File: config.mk
export PLATFORM = sky130hd
export DESIGN_NAME = shift_register_controller
export DESIGN_NICKNAME = d
export VERILOG_FILES = /design/src/rtl/shift_ctrl_pkg.sv /design/src/rtl/shift_bit_counter.sv /design/src/rtl/shift_register_controller.sv
export SDC_FILE = /design/constraint.sdc
export NUM_CORES = 1
export LEC_CHECK = 0
export BUFFER_PORTS_ARGS = -buffer_cell sky130_fd_sc_hd__buf_4
export CORE_MARGIN = 1.5
export CORE_UTILIZATION = 41
export DETAILED_ROUTE_END_ITERATION = 6
export HOLD_SLACK_MARGIN = 0.15
export PLACE_DENSITY_LB_ADDON = 0.1
export SYNTH_ARGS = -nofsm -noshare
export SYNTH_HDL_FRONTEND = slang
export SYNTH_SLANG_ARGS = --single-unit
export TNS_END_PERCENT = 30
File: constraint.sdc
create_clock -name CLK -period 1.5 [get_ports CLK]
set_input_delay 0.3 -clock CLK [delete_from_list [all_inputs] [get_ports CLK]]
set_output_delay 0.3 -clock CLK [all_outputs]
set_load 0.05 [all_outputs]
File: src/rtl/shift_ctrl_pkg.sv
// -----------------------------------------------------------------------------
// shift_ctrl_pkg
// Shared types and constants for the shift-register sequencer.
//   state_t    : sequencer states (IDLE, LOAD, SHIFT, DONE)
//   MODE_FILL  : refill the register with a constant bit while shifting
//   MODE_ROT   : feed the outgoing LSB back into the MSB (rotate)
//   serial_in(): selects the register serial input for a given mode
// -----------------------------------------------------------------------------
package shift_ctrl_pkg;

  typedef enum logic [1:0] {
    IDLE  = 2'd0,
    LOAD  = 2'd1,
    SHIFT = 2'd2,
    DONE  = 2'd3
  } state_t;

  localparam logic MODE_FILL = 1'b0;
  localparam logic MODE_ROT  = 1'b1;

  // In rotate mode the bit leaving at the LSB re-enters at the MSB, so after
  // WIDTH shifts the register is back to the word that was loaded.
  function automatic logic serial_in(input logic mode_sel,
                                     input logic fill_val,
                                     input logic lsb);
    return (mode_sel == MODE_ROT) ? lsb : fill_val;
  endfunction

endpackage

File: src/rtl/shift_bit_counter.sv
// -----------------------------------------------------------------------------
// shift_bit_counter
// Counts shift cycles of one word. Saturates at WIDTH-1 so it can never wrap
// back to zero while the sequencer is still shifting.
// Ports:
//   CLK  in  clock (posedge)
//   RST  in  asynchronous active-high reset, count -> 0
//   clr  in  synchronous clear (priority over en)
//   en   in  count enable
//   tc   out terminal count, high while count == WIDTH-1
// -----------------------------------------------------------------------------
module shift_bit_counter
  import shift_ctrl_pkg::*;
#(
  parameter int WIDTH = 4,
  parameter int CNT_W = 3
) (
  input  logic CLK,
  input  logic RST,
  input  logic clr,
  input  logic en,
  output logic tc
);

  localparam logic [CNT_W-1:0] LAST = CNT_W'(WIDTH - 1);

  logic [CNT_W-1:0] count_reg;
  logic [CNT_W-1:0] count_next;

  always_comb begin
    count_next = count_reg;
    if (clr) begin
      count_next = '0;
    end else if (en && (count_reg != LAST)) begin
      count_next = count_reg + 1'b1;
    end
  end

  always_ff @(posedge CLK or posedge RST) begin
    if (RST) begin
      count_reg <= '0;
    end else begin
      count_reg <= count_next;
    end
  end

  assign tc = (count_reg == LAST);

endmodule

File: src/rtl/shift_register_controller.sv
// -----------------------------------------------------------------------------
// shift_register_controller
// Sequencer for a negedge shift-right register. Accepts a word over a
// valid/ready handshake, issues one LD cycle and then exactly WIDTH SHFT
// cycles, presenting the bits that fall out of the register LSB-first on a
// registered serial output. Everything here runs on posedge CLK so the
// register strobes are stable before each register negedge.
// Ports:
//   CLK, RST   clock / asynchronous active-high reset
//   in_valid   word offered            in_ready  word can be taken (IDLE)
//   in_data    word to serialize       mode      0 fill, 1 rotate (at accept)
//   fill_bit   fill value (at accept)  clr_req   abort + register clear
//   reg_q      register D feedback
//   LD, SHFT   register strobes        Clear_n   register clear, active low
//   InP, InS   register inputs         ser_out   serial bit, ser_valid qualifier
//   busy       state != IDLE           done      one-cycle end-of-word pulse
// -----------------------------------------------------------------------------
module shift_register_controller
  import shift_ctrl_pkg::*;
#(
  parameter int WIDTH = 4,
  parameter int CNT_W = 3
) (
  input  logic             CLK,
  input  logic             RST,
  input  logic             in_valid,
  output logic             in_ready,
  input  logic [WIDTH-1:0] in_data,
  input  logic             mode,
  input  logic             fill_bit,
  input  logic             clr_req,
  input  logic [WIDTH-1:0] reg_q,
  output logic             LD,
  output logic             SHFT,
  output logic             Clear_n,
  output logic [WIDTH-1:0] InP,
  output logic             InS,
  output logic             ser_out,
  output logic             ser_valid,
  output logic             busy,
  output logic             done
);

  state_t           state_reg;
  state_t           state_next;
  logic             accept;
  logic             tc;

  logic [WIDTH-1:0] inp_reg;
  logic             mode_reg;
  logic             fill_reg;
  logic             ser_out_reg;
  logic             ser_valid_reg;
  logic             clear_n_reg;

  // Only the LSB of the register is observed here; the upper bits matter
  // to the register itself, not to the sequencer.
  logic             reg_q_unused;
  assign reg_q_unused = ^reg_q[WIDTH-1:1];

  // An abort request on the same edge as an offered word takes priority,
  // so the word is left with the source.
  assign accept = (state_reg == IDLE) && in_valid && !clr_req;

  // ---------------------------------------------------------------------------
  // Bit counter: runs only in SHIFT, cleared everywhere else so it always
  // starts a word at zero.
  // ---------------------------------------------------------------------------
  shift_bit_counter #(
    .WIDTH (WIDTH),
    .CNT_W (CNT_W)
  ) u_bit_counter (
    .CLK (CLK),
    .RST (RST),
    .clr (clr_req || (state_reg != SHIFT)),
    .en  (state_reg == SHIFT),
    .tc  (tc)
  );

  // ---------------------------------------------------------------------------
  // FSM state register
  // ---------------------------------------------------------------------------
  always_ff @(posedge CLK or posedge RST) begin
    if (RST) begin
      state_reg <= IDLE;
    end else begin
      state_reg <= state_next;
    end
  end

  // ---------------------------------------------------------------------------
  // Next state and state-decoded strobes
  // ---------------------------------------------------------------------------
  always_comb begin
    state_next = state_reg;
    in_ready   = 1'b0;
    LD         = 1'b0;
    SHFT       = 1'b0;
    busy       = 1'b1;
    done       = 1'b0;

    case (state_reg)
      IDLE: begin
        in_ready = 1'b1;
        busy     = 1'b0;
        if (accept) begin
          state_next = LOAD;
        end
      end
      LOAD: begin
        LD         = 1'b1;
        state_next = SHIFT;
      end
      SHIFT: begin
        SHFT = 1'b1;
        if (tc) begin
          state_next = DONE;
        end
      end
      DONE: begin
        done       = 1'b1;
        state_next = IDLE;
      end
      default: begin
        state_next = IDLE;
      end
    endcase

    if (clr_req) begin
      state_next = IDLE;
    end
  end

  // ---------------------------------------------------------------------------
  // Capture registers and serial output
  // ---------------------------------------------------------------------------
  always_ff @(posedge CLK or posedge RST) begin
    if (RST) begin
      inp_reg       <= '0;
      mode_reg      <= MODE_FILL;
      fill_reg      <= 1'b0;
      ser_out_reg   <= 1'b0;
      ser_valid_reg <= 1'b0;
      clear_n_reg   <= 1'b0;
    end else begin
      // Clear_n is low for exactly the cycle after a clr_req edge, and
      // comes out of reset on the first edge after RST falls.
      clear_n_reg <= !clr_req;

      if (accept) begin
        inp_reg  <= in_data;
        mode_reg <= mode;
        fill_reg <= fill_bit;
      end

      if (clr_req) begin
        ser_valid_reg <= 1'b0;
      end else if (state_reg == LOAD) begin
        // The register loaded at the LOAD negedge, so its LSB is bit 0.
        ser_out_reg   <= reg_q[0];
        ser_valid_reg <= 1'b1;
      end else if (state_reg == SHIFT) begin
        if (tc) begin
          // Bit WIDTH-1 has been presented; what now sits at the LSB is
          // refill/rotate data, not part of the word.
          ser_valid_reg <= 1'b0;
        end else begin
          ser_out_reg <= reg_q[0];
        end
      end
    end
  end

  assign InP       = inp_reg;
  assign InS       = serial_in(mode_reg, fill_reg, reg_q[0]);
  assign ser_out   = ser_out_reg;
  assign ser_valid = ser_valid_reg;
  assign Clear_n   = clear_n_reg;

endmodule

=== Word level (Yosys, flattened, before mapping) ===
Index checks and enable logic that the tools add are counted.

* Eq/ne operators: 9
* Bitwise operators: 1
* Multiplexer cells: 19
* Reduce and logical (&&, ||, !) cells: 13
* $add $sub $neg: 1

{| class="wikitable"
|+ Operators by type and width
! kind !! number
|-
| 1-bit two-way mux || 13
|-
| 2-bit one-hot mux with 4 select lines || 1
|-
| 2-bit two-way mux || 3
|-
| 3-bit two-way mux || 2
|-
| 3-bit != test, second input constant || 2
|-
| 3-bit nonzero test || 2
|-
| 2-bit equality test, second input constant || 2
|-
| 2-bit AND reduction || 2
|-
| 2-bit nonzero test || 2
|-
| 3-bit by 1-bit adder with 3-bit output, second input constant || 1
|-
| 3-bit by 2-bit equality test with 1-bit output, second input constant || 1
|-
| 1-bit logical AND || 3
|-
| 3-bit by 2-bit != test with 1-bit output, second input constant || 1
|-
| 3-bit AND reduction || 1
|-
| 2-bit by 1-bit equality test with 1-bit output, second input constant || 1
|-
| 2-bit logical NOT || 1
|-
| 2-bit by 1-bit != test with 1-bit output, second input constant || 1
|-
| 2-bit != test, second input constant || 1
|-
| 1-bit logical NOT || 1
|-
| 1-bit logical OR || 1
|-
| 1-bit NOT || 1
|}

* Word-level logic and storage cells: 51
* Output and inout bits: 13
* Input port bits: 14
* Register bits after elaboration: 14

=== Depth between registers and ports, before layout ===
* Depth in word-level cells: 6
* Mapped depth: 6
* Gate-level depth less buffers: 5

=== Cells and area by module ===
A second synthesis with hierarchy kept.

* Cells, all modules: 60
* Area total of the unflattened synthesis: 729.4 um^2

{| class="wikitable"
|+ By module, submodules not included
! module !! cells each !! seq. area each (um^2) !! area an instance (um^2) !! instances
|-
| shift_register_controller || 44 || 275.3 || 548.0 || 1
|-
| shift_bit_counter || 16 || 75.1 || 181.4 || 1
|}

=== Least setup slack after synthesis ===
No wires, ideal clock.

* Kind: register -> output
* Start point: register state_reg[0]
* End point: output port busy
* Buffers on the path: 0
* Setup slack: -222 ps
* Data arrival time: 1422 ps
* Required time: 1200 ps
* Cell stages (with the launch flop): 4
* Cells stage by stage: dfrtp_1 > inv_1 > ha_1 > inv_1

* Word-level cells in the longest chain between the ends: 2

{| class="wikitable"
|+ Ends and longest elaborated chain
! what !! line !! text
|-
| start, declared || shift_register_controller.sv:44 || <nowiki>state_t state_reg;</nowiki>
|-
| start signal, assigned || shift_register_controller.sv:87 || <nowiki>state_reg <= state_next;</nowiki>
|-
| 2-bit logical NOT || shift_register_controller.sv:102 || <nowiki>case (state_reg)</nowiki>
|-
| 1-bit two-way mux || shift_register_controller.sv:102 ||
|-
| end, declared || shift_register_controller.sv:40 || <nowiki>output logic busy,</nowiki>
|}

No other way between the ends.

=== Worst setup path in the final report ===
* Start point: register state_reg[0]
* End point: output port SHFT

* Word-level cells in the longest chain between the ends: 2

{| class="wikitable"
|+ Ends and longest elaborated chain
! what !! line !! text
|-
| 2-bit equality test || shift_register_controller.sv:102 ||
|-
| 1-bit two-way mux || shift_register_controller.sv:102 ||
|-
| end, declared || shift_register_controller.sv:34 || <nowiki>output logic SHFT,</nowiki>
|}

No other way between the ends.

==> flow_summary.json <==
{
  "outcome": "complete, no violations",
  "drc": 0,
  "drv_slew": 0,
  "synth-xor-area-share": 0.01273,
  "slew_headroom": 0.6507,
  "io_buffers": 23,
  "yosysTopAreaCell": "dfrtp_1",
  "ys_ff_latch": 14,
  "synth_top_area_share": 0.5091,
  "synth_top_family_by_area": "multiplexers",
  "setup_viol": 0,
  "htreeDepth": 1,
  "rsz0062_at_grt": "true",
  "gp_congestion": 0.7715,
  "yosys_warnings": 0,
  "worst-setup-path-type": "reg2out",
  "path_clk_slew_ns": 0.09,
  "synth.yosys.seq_area_share": 0.5091,
  "arrival_ns": 1.20,
  "antenna_found_initial": 0,
  "place_inst": 98,
  "die_w_um": 43.97,
  "antenna_cells": 0,
  "clock_path_buffers": 2,
  "num_rows": 14,
  "drive_gt1_frac": 0.5506,
  "syn_area_per_cell_sq_um": 12.07,
  "grt_pass1_wl_mm": 2.228,
  "min_period_over_period": 0.9981,
  "synthTopCellsByArea": "dfrtp_1, mux2_2, ha_1",
  "p_leak_nw": 0.5028,
  "ys_top_cells_by_count": "dfrtp_1, mux2_2, ha_1",
  "final_cells": 105,
  "synth_edf_count": 0,
  "fmax_mhz": 668.0,
  "synthSimpleGateAreaFrac": 0.09455,
  "cts_root_buffer": "clkbuf_4",
  "drv_cap": 0,
  "cp-start-kind": "flip-flop",
  "globalRouteTotalUtil": 0.1697,
  "top_usage_layer": "met2",
  "synthArstFlopShare": 1.000,
  "dr_total_vias": 498,
  "syn-cell-area_sq_um": 688.2,
  "synth.distinct_cells": 19,
  "hp-class": "in2reg",
  "die_area_sq_um": 1933,
  "grt_use_met1": 0.2347,
  "viasPerCell": 4.743,
  "worstSkewPairLatency_ns": 0.28,
  "grt_max_degree": 15,
  "crit_fanout": 5,
  "wl_per_cell_um": 12.93,
  "synthMuxAreaShare": 0.1455,
  "ant_nets": 0,
  "nets": 111,
  "drtIter0Drc": 11,
  "largest_register_ffs": 4,
  "ir_worst_vdd_v": 0.001385,
  "ys.flop_type": "dfrtp_1",
  "wl_mm": 1.358,
  "die-height_um": 43.97,
  "area_growth_pct": 48.36,
  "gr-usage-met3": 0.06250,
  "synth_compound_area_frac": 0.06545,
  "start_util": 0.4464,
  "fin_total_pwr_mw": 2.179,
  "syn_inst": 57,
  "path_delay_family": "flip-flops",
  "grtUsageMet2": 0.2382,
  "cts_buffers": 3,
  "coreArea_sq_um": 1541,
  "critPathSlowestCell": "dfrtp_1",
  "dp_hpwl_um": 976.9,
  "worst_pin_slew_ns": 0.5234,
  "grt-ovfl-total": 0,
  "cts_sinks": 14,
  "grt_pass1_vias": 484,
  "boundaryPins": 27,
  "synthAdderAreaFrac": 0.1273,
  "syn_nets": 78,
  "powerDensity_nw_per_um2": 2134,
  "crit_buf_inv": 3,
  "critPathRequiredTime_ns": 1.20,
  "finClkSkew_ns": 0.007124,
  "max_stage_delay_ns": 0.41,
  "endpoint_kind": "output port",
  "finalHoldViolCount": 0,
  "first_pass_iters": 4,
  "yosysMostFrequentCell": "dfrtp_1",
  "min_period_ns": 1.497,
  "path_cells": "inv_2 > buf_6 > ha_4 > buf_8",
  "cts_tree": "built"
}
==> path summary, 6_finish.rpt <==
kind | slack [ns] | start | to | cells past startpoint
max | 0.003 | state_reg[0] | SHFT | 4
min | 0.19 | clr_req | ser_valid | 2
max reg2reg | 0.05 | u_bit_counter.count_reg[0] | ser_out | 4
min reg2reg | 0.51 | InP[1] | InP[1] | 1
max in group asynchronous | 0.54 | RST | u_bit_counter.count_reg[2] | 3
min in group asynchronous | 0.60 | RST | u_bit_counter.count_reg[0] | 3
==> where the power goes <==
group / leakage (nW) / internal, mW / switching (mW)
Combinational: 0.307 / 0.522 / 0.804
Clock: 0.0210 / 0.147 / 0.121
Sequential: 0.175 / 0.508 / 0.0759
Total: 0.503 / 1.18 / 1.00
==> layout by cell type (no fill, tap or decap), types with 2 or more instances in the layout <==
master,instances
inv_1,3
ha_1,4
mux2_2,8
ha_4,2
nand2_1,2
dfrtp_1,14
buf_6,7
buf_4,20
nor2_1,5
clkbuf_4,3
a21oi_1,3
inv_2,4
==> layout make-up <==
type                       instances  area (sq um)
clock buffer                       4         36.28
fill                             123         520.5
inverter                           7         26.28
multi-input combinational         35         334.1
sequential                        14         350.3
tap                               16         20.02
timing repair buffer              29         254.0
==> layer usage <==
| layer | vias to the layer above | share of wire |
|---|---|---|
| li1 | 256 | - |
| met1 | 232 | 0.45 |
| met2 | 10 | 0.52 |
| met3 | 0 | 0.034 |
| met4 | 0 | 0 |
| met5 | - | 0 |
==> per-stage QoR <==
stage                       util  hold slack, ns    TNS, ns  area [sq um]  worst slack (ns)
after floorplan                -          0.1892   -0.01477         695.7          -0.01477
after global placement    0.5877          0.3712          0         905.9           0.07713
after detailed placement  0.5877          0.3818          0         905.9           0.05396
after CTS                 0.6453          0.1873  -0.001816         994.7         -0.001816
after global routing      0.6623          0.1696    -0.1242          1021          -0.06947
final                     0.6623          0.1920          0          1021          0.002890
==> logic make-up (layout without fill, tap and decap cells) <==
logic type               after synthesis  count (layout)
AO/OA/AOI/OAI                          7               7
AND/OR/NAND/NOR                       11              11
buffers and inverters                  8              40
adder cells (fa/ha/maj)                7               7
flip-flops                            14              14
multiplexers                           9               9
XOR/XNOR                               1               1
==> repair_timing <==
action | 4_1_cts | 5_1_grt
hold endpoints to repair | 14 | 0
cloned | 0 | 0
setup endpoints to repair | 4 | 6
setup buffers | 1 | 1
hold buffers | 1 | 0
gates resized for setup | 8 | 6
pin swaps | 1 | 2
Power figures use the tool's default switching activity.
